<file path="src/rtl/imem_loader.sv">
// Boot-time instruction memory loader: parses a framed byte stream (count, big-endian
// words, XOR checksum) into one memory write per word and holds the CPU in reset until done.
module imem_loader #(
   parameter int          AW   = 6,
   parameter int unsigned MAXW = 64
) (
   input  logic          clk,
   input  logic          reset,
   input  logic          in_valid,
   input  logic [7:0]    in_data,
   output logic          in_ready,
   output logic          we,
   output logic [AW-1:0] wa,
   output logic [31:0]   wd,
   output logic          done,
   output logic          err,
   output logic          cpu_reset
);

   typedef enum logic [2:0] {
      S_COUNT,
      S_DATA,
      S_CHECK,
      S_DONE,
      S_ERR
   } state_t;

   state_t        state_q, state_d;
   logic [7:0]    count_q, count_d;
   logic [AW:0]   word_idx_q, word_idx_d;
   logic [1:0]    byte_idx_q, byte_idx_d;
   logic [7:0]    acc_q, acc_d;
   logic [23:0]   asm_q, asm_d;
   logic          we_q, we_d;
   logic [AW-1:0] wa_q, wa_d;
   logic [31:0]   wd_q, wd_d;
   logic          accept;

   // Ready is gated by reset so it reads low during the reset cycle itself.
   assign in_ready  = !reset && (state_q == S_COUNT || state_q == S_DATA || state_q == S_CHECK);
   assign accept    = in_valid && in_ready;
   assign we        = we_q;
   assign wa        = wa_q;
   assign wd        = wd_q;
   assign done      = (state_q == S_DONE);
   assign err       = (state_q == S_ERR);
   assign cpu_reset = !done;

   always_ff @(posedge clk) begin
      if (reset) begin
         state_q    <= S_COUNT;
         count_q    <= '0;
         word_idx_q <= '0;
         byte_idx_q <= '0;
         acc_q      <= '0;
         asm_q      <= '0;
         we_q       <= 1'b0;
         wa_q       <= '0;
         wd_q       <= '0;
      end else begin
         state_q    <= state_d;
         count_q    <= count_d;
         word_idx_q <= word_idx_d;
         byte_idx_q <= byte_idx_d;
         acc_q      <= acc_d;
         asm_q      <= asm_d;
         we_q       <= we_d;
         wa_q       <= wa_d;
         wd_q       <= wd_d;
      end
   end

   always_comb begin
      state_d    = state_q;
      count_d    = count_q;
      word_idx_d = word_idx_q;
      byte_idx_d = byte_idx_q;
      acc_d      = acc_q;
      asm_d      = asm_q;
      we_d       = 1'b0;
      wa_d       = wa_q;
      wd_d       = wd_q;
      case (state_q)
         S_COUNT: begin
            if (accept) begin
               count_d = in_data;
               if (in_data == 8'd0 || 32'(in_data) > MAXW) begin
                  state_d = S_ERR;
               end else begin
                  word_idx_d = '0;
                  byte_idx_d = '0;
                  acc_d      = '0;
                  state_d    = S_DATA;
               end
            end
         end
         S_DATA: begin
            if (accept) begin
               asm_d      = {asm_q[15:0], in_data};
               acc_d      = acc_q ^ in_data;
               byte_idx_d = byte_idx_q + 2'd1;
               if (byte_idx_q == 2'd3) begin
                  wd_d       = {asm_q, in_data};
                  wa_d       = word_idx_q[AW-1:0];
                  we_d       = 1'b1;
                  word_idx_d = word_idx_q + 1'b1;
                  // Word index is one bit wider than wa so a full 2^AW frame still terminates.
                  if (32'(word_idx_q) + 32'd1 == 32'(count_q)) begin
                     state_d = S_CHECK;
                  end
               end
            end
         end
         S_CHECK: begin
            if (accept) begin
               state_d = (in_data == acc_q) ? S_DONE : S_ERR;
            end
         end
         default: state_d = state_q;
      endcase
   end

endmodule

</file>
<file path="config.mk">
export PLATFORM = sky130hd
export DESIGN_NAME = imem_loader
export DESIGN_NICKNAME = d
export VERILOG_FILES = /design/src/rtl/imem_loader.sv
export SDC_FILE = /design/constraint.sdc
export NUM_CORES = 1
export LEC_CHECK = 0
export CAP_MARGIN = 20
export CORE_MARGIN = 2
export CORE_UTILIZATION = 40
export DETAILED_ROUTE_END_ITERATION = 10
export DONT_BUFFER_PORTS = 1
export PLACE_DENSITY = 0.66
export SYNTH_ARGS = -nofsm -noshare
export SYNTH_HDL_FRONTEND = slang
export SYNTH_SLANG_ARGS = --single-unit
</file>
<file path="constraint.sdc">
create_clock -name clk -period 5.6 [get_ports clk]
set_input_delay 0.84 -clock clk [delete_from_list [all_inputs] [get_ports clk]]
set_output_delay 0.84 -clock clk [all_outputs]
set_load 0.05 [all_outputs]
</file>
After elaboration in Yosys (flattened, before gate mapping)
Cells that the tools add are included.
- add/sub/neg operators: 3
- $lt $le $gt $ge: 1
- eq/ne operators: 13
- muxes and demuxes: 22
- bitwise operators: 3
- reduce and logical (&&, ||, !) cells: 18
- operators with widths (kind ; count):
    7-bit 2-to-1 mux ; 4
    8-bit 2-to-1 mux ; 3
    3-bit 2-to-1 mux ; 7
    8-bit == test ; 2
    8-bit case mux with 2 select lines ; 1
    7-bit case mux with 2 select lines ; 1
    3-bit case mux with 3 select lines ; 1
    7-bit by 1-bit adder with 8-bit output, second input constant ; 1
    8-bit by 7-bit > comparator with 1-bit output, second input constant ; 1
    8-bit logical NOT ; 1
    2-bit inequality test, second input constant ; 4
    8-bit bitwise XOR ; 1
    7-bit by 1-bit adder with 7-bit output, second input constant ; 1
    3-bit by 2-bit == test with 1-bit output, second input constant ; 2
    2-bit 2-to-1 mux ; 3
    6-bit AND reduction ; 1
    5-bit AND reduction ; 1
    2-bit by 1-bit inequality test with 1-bit output, second input constant ; 2
    2-bit case mux with 2 select lines ; 1
    2-bit AND reduction ; 2
    4-bit AND reduction ; 1
    3-bit by 1-bit == test with 1-bit output, second input constant ; 1
    3-bit == test, second input constant ; 1
    3-bit logical NOT ; 1
    other kinds (11) ; 16
- flip-flop bits (word level): 91
- bits of input ports: 11
- output and inout bits: 43

Longest topological paths before layout
- word-level depth: 7
- gate-level depth with buffers: 8
- mapped depth without buffers: 6

Least setup slack after synthesis
Ideal clock, no wire load.
- path type: input to output
- start: in reset
- end: out in_ready
- data arrival time: 2.183 ns
- data required time: 4.760 ns
- setup slack: 2.577 ns
- stages on the path: 1
- path buffers: 0
- cell sequence: a211oi_1
- longest elaborated chain between the ends: 2
- ends and longest elaborated chain (element ; RTL line ; source):
    start, declared ; 8 ; input logic reset,
    1-bit logical NOT ; 40 ; assign in_ready = !reset && (state_q == S_COUNT || state_q == S_DATA || state_q == S_CHECK);
    1-bit logical AND ; 40 ;
    end, declared ; 11 ; output logic in_ready,
No other way between the ends.

Worst setup path after layout
- start: reg state_q[0]
- end: out done
- longest elaborated chain between the ends: 1
- ends and longest elaborated chain (element ; RTL line ; source):
    start, declared ; 28 ; state_t state_q, state_d;
    start signal, assigned ; 61 ; state_q <= state_d;
    3-bit by 2-bit == test with 1-bit output ; 45 ; assign done = (state_q == S_DONE);
    end, declared ; 15 ; output logic done,
No other way between the ends.

==> reports/results.tsv <==
metric	value	unit
slew_violations	0	
min_from	asm_q[16]$_SDFFE_PP0P_	
cts_tree	yes	
die_h	101	microns
antenna_cells	0	
die_area	0.0103	sq mm
synth_ff_type	dfxtp_1	
grt_start_max_net_pins	95	
placed_cells	568	
clockBufferDepth	2	
crit_type	reg2out	
ys_seq_area_frac	0.480	
drive_gt1_frac	0.0639	
setup_violations	0	
cts_hold_buffers	0	
wl	8260	microns
fin_nets	463	
path_cells	nand3b_1, inv_1	
cts_setup_buffers	0	
antenna_found_initial	0	
initial_core_util	0.411	
start_kind	flip-flop	
ir_drop	0.149	mV
yosysWarnings	0	
drcViolationCount	0	
drv_cap	0	
synth_seq_cells	91	
path_max_fanout	18	
min_period	2.95	ns
cts_buffers	9	
fin_tns_setup	0	ns
yosys.cell_types.count	47	
slew_headroom	0.291	
avgSynthCellArea	8.00	sq um
num_io_pins	54	
vias	3068	
cp_top_family	flip-flops	
core-area	0.00924	sq mm
hold_path.class	reg2reg	
max_stage_delay	0.69	ns
skew	0.0117	ns
grt_pass1_wl	14000	microns
syn_to_final_growth	5.08	%
grt_pass1_vias	2920	
hold_viol	0	
cts_resized	0	
synthesis.area	0.00379	sq mm
period_share	0.526	
synth-edff-count	0	
dr.pass1.iters	4	
rsz0062_at_grt	no	
place.gp.congestion	0.768	
worst_slew_pin_slew	1.06	ns
ant_nets	0	
io_buffers	0	
arrival	2.11	ns
syn_inst	474	
p_per_area	279	mW/mm^2
final_cells	583	
dr.first_iter.drc_count	142	
dp_hpwl	5350	microns
track_usage	0.171	
drt-wirelength-per-cell	14.2	microns
slowest_stage	dfxtp_1	
fmax	339	MHz
grt-ovfl-total	0	
clkLatencyLatePin	0.35	ns
cts_sinks	91	
regToRegSetupSlack	2.68	ns
via_per_inst	5.26	
cts_max_level	3	
cp_data_required_time	4.76	ns
clkTransAtPathRegs	0.09	ns
end_kind	output port	
timing.rr.start	state_q[0]$_SDFFE_PP0P_	
crit_start	state_q[0]$_SDFFE_PP0P_	
syn-num-nets	487	
status	completed	
cts_root_buf	clkbuf_8	
die_w	101	microns
p_leak	1.26	nW
rows	35	
path_buf_inv	1	
async_flop_share	0	
## where the power goes
group	total, mW	switching, mW	internal, mW
clock	0.389	0.229	0.160
combinational	0.0569	0.0356	0.0214
sequential	0.667	0.0127	0.654
total	1.11	0.277	0.835
## synthesized netlist by cell type, types with 5 or more instances
cell	number	share of area
nor3_1	5	0.0066
buf_2	8	0.011
a21o_1	8	0.016
nand2_1	145	0.14
nand3_1	5	0.0066
dfxtp_1	91	0.48
clkbuf_1	26	0.026
o21ai_0	9	0.012
a211oi_1	15	0.030
xor2_1	12	0.028
a21oi_1	84	0.11
nor2_1	10	0.0099
## cell type report
type / instances / area, sq um
clock buffers: 9 / 124
clock inverters: 6 / 42.5
fillers: 934 / 5250
inverters: 5 / 18.8
multi-input cells: 342 / 1810
flip-flops and latches: 91 / 1820
well taps: 129 / 161
repair buffers: 1 / 7.51
## path summary, 6_finish.rpt
kind	endpoint	depth (start not counted)
max	done	2
min	wd[24]$_SDFFE_PP0P_	2
max reg2reg	acc_q[3]$_SDFFE_PP0P_	4
min reg2reg	wd[24]$_SDFFE_PP0P_	2
## metal layers
metal,global-route usage,share of wire
met3,0.0524,0.065
met2,0.254,0.44
met4,0.0582,0.014
met5,0,0
met1,0.236,0.48
## registers in the layout (all words and copies together), names as in the netlist, 2 cells and up
signal / count
byte_idx_q: 2
asm_q: 24
wd: 32
word_idx_q: 7
state_q: 3
wa: 6
acc_q: 8
count_q: 8
## kinds of logic after synthesis
kind of cell,Yosys count,synth area share
AO/OA/AOI/OAI,134,0.211
XOR/XNOR,16,0.0369
adder cells (fa/ha/maj),2,0.00660
buffers and inverters,41,0.0452
flip-flops,91,0.480
AND/OR/NAND/NOR,190,0.220
## worst reg2reg max path: cells and delay by family, from the launching register on
family / cells / cell delay [ns]
and+or+nand+nor: 2 / 1.51
DFF: 1 / 0.69
AOI/OAI and AO/OA: 2 / 0.63
## through the flow
stage                     hold WS (ns)  power [mW]  instance area, sq um  worst slack [ns]   util
after global placement           0.434       0.737                  3820              2.68  0.413
final                            0.461        1.11                  3990              2.65  0.431
after CTS                        0.452        1.12                  3990              2.64  0.431
after global routing             0.485        1.16                  3990              2.47  0.431
after detailed placement         0.443       0.739                  3820              2.63  0.413
after floorplan                  0.432       0.740                  3790              2.58      -
## cell usage in the layout (no fill, tap or decap), drive strengths merged, types with 3 or more instances in the layout
cell      n
clkbuf    9
dfxtp    91
nor4      3
o21ai    11
nand3     5
inv       6
xnor2     4
clkinv    3
xor2     12
a21o      8
a31oi     3
nand2   145
nor3      5
nor2     11
a21oi    85
a211oi   15
nand2b    4
Note: power is estimated with default switching activity, not from simulation.
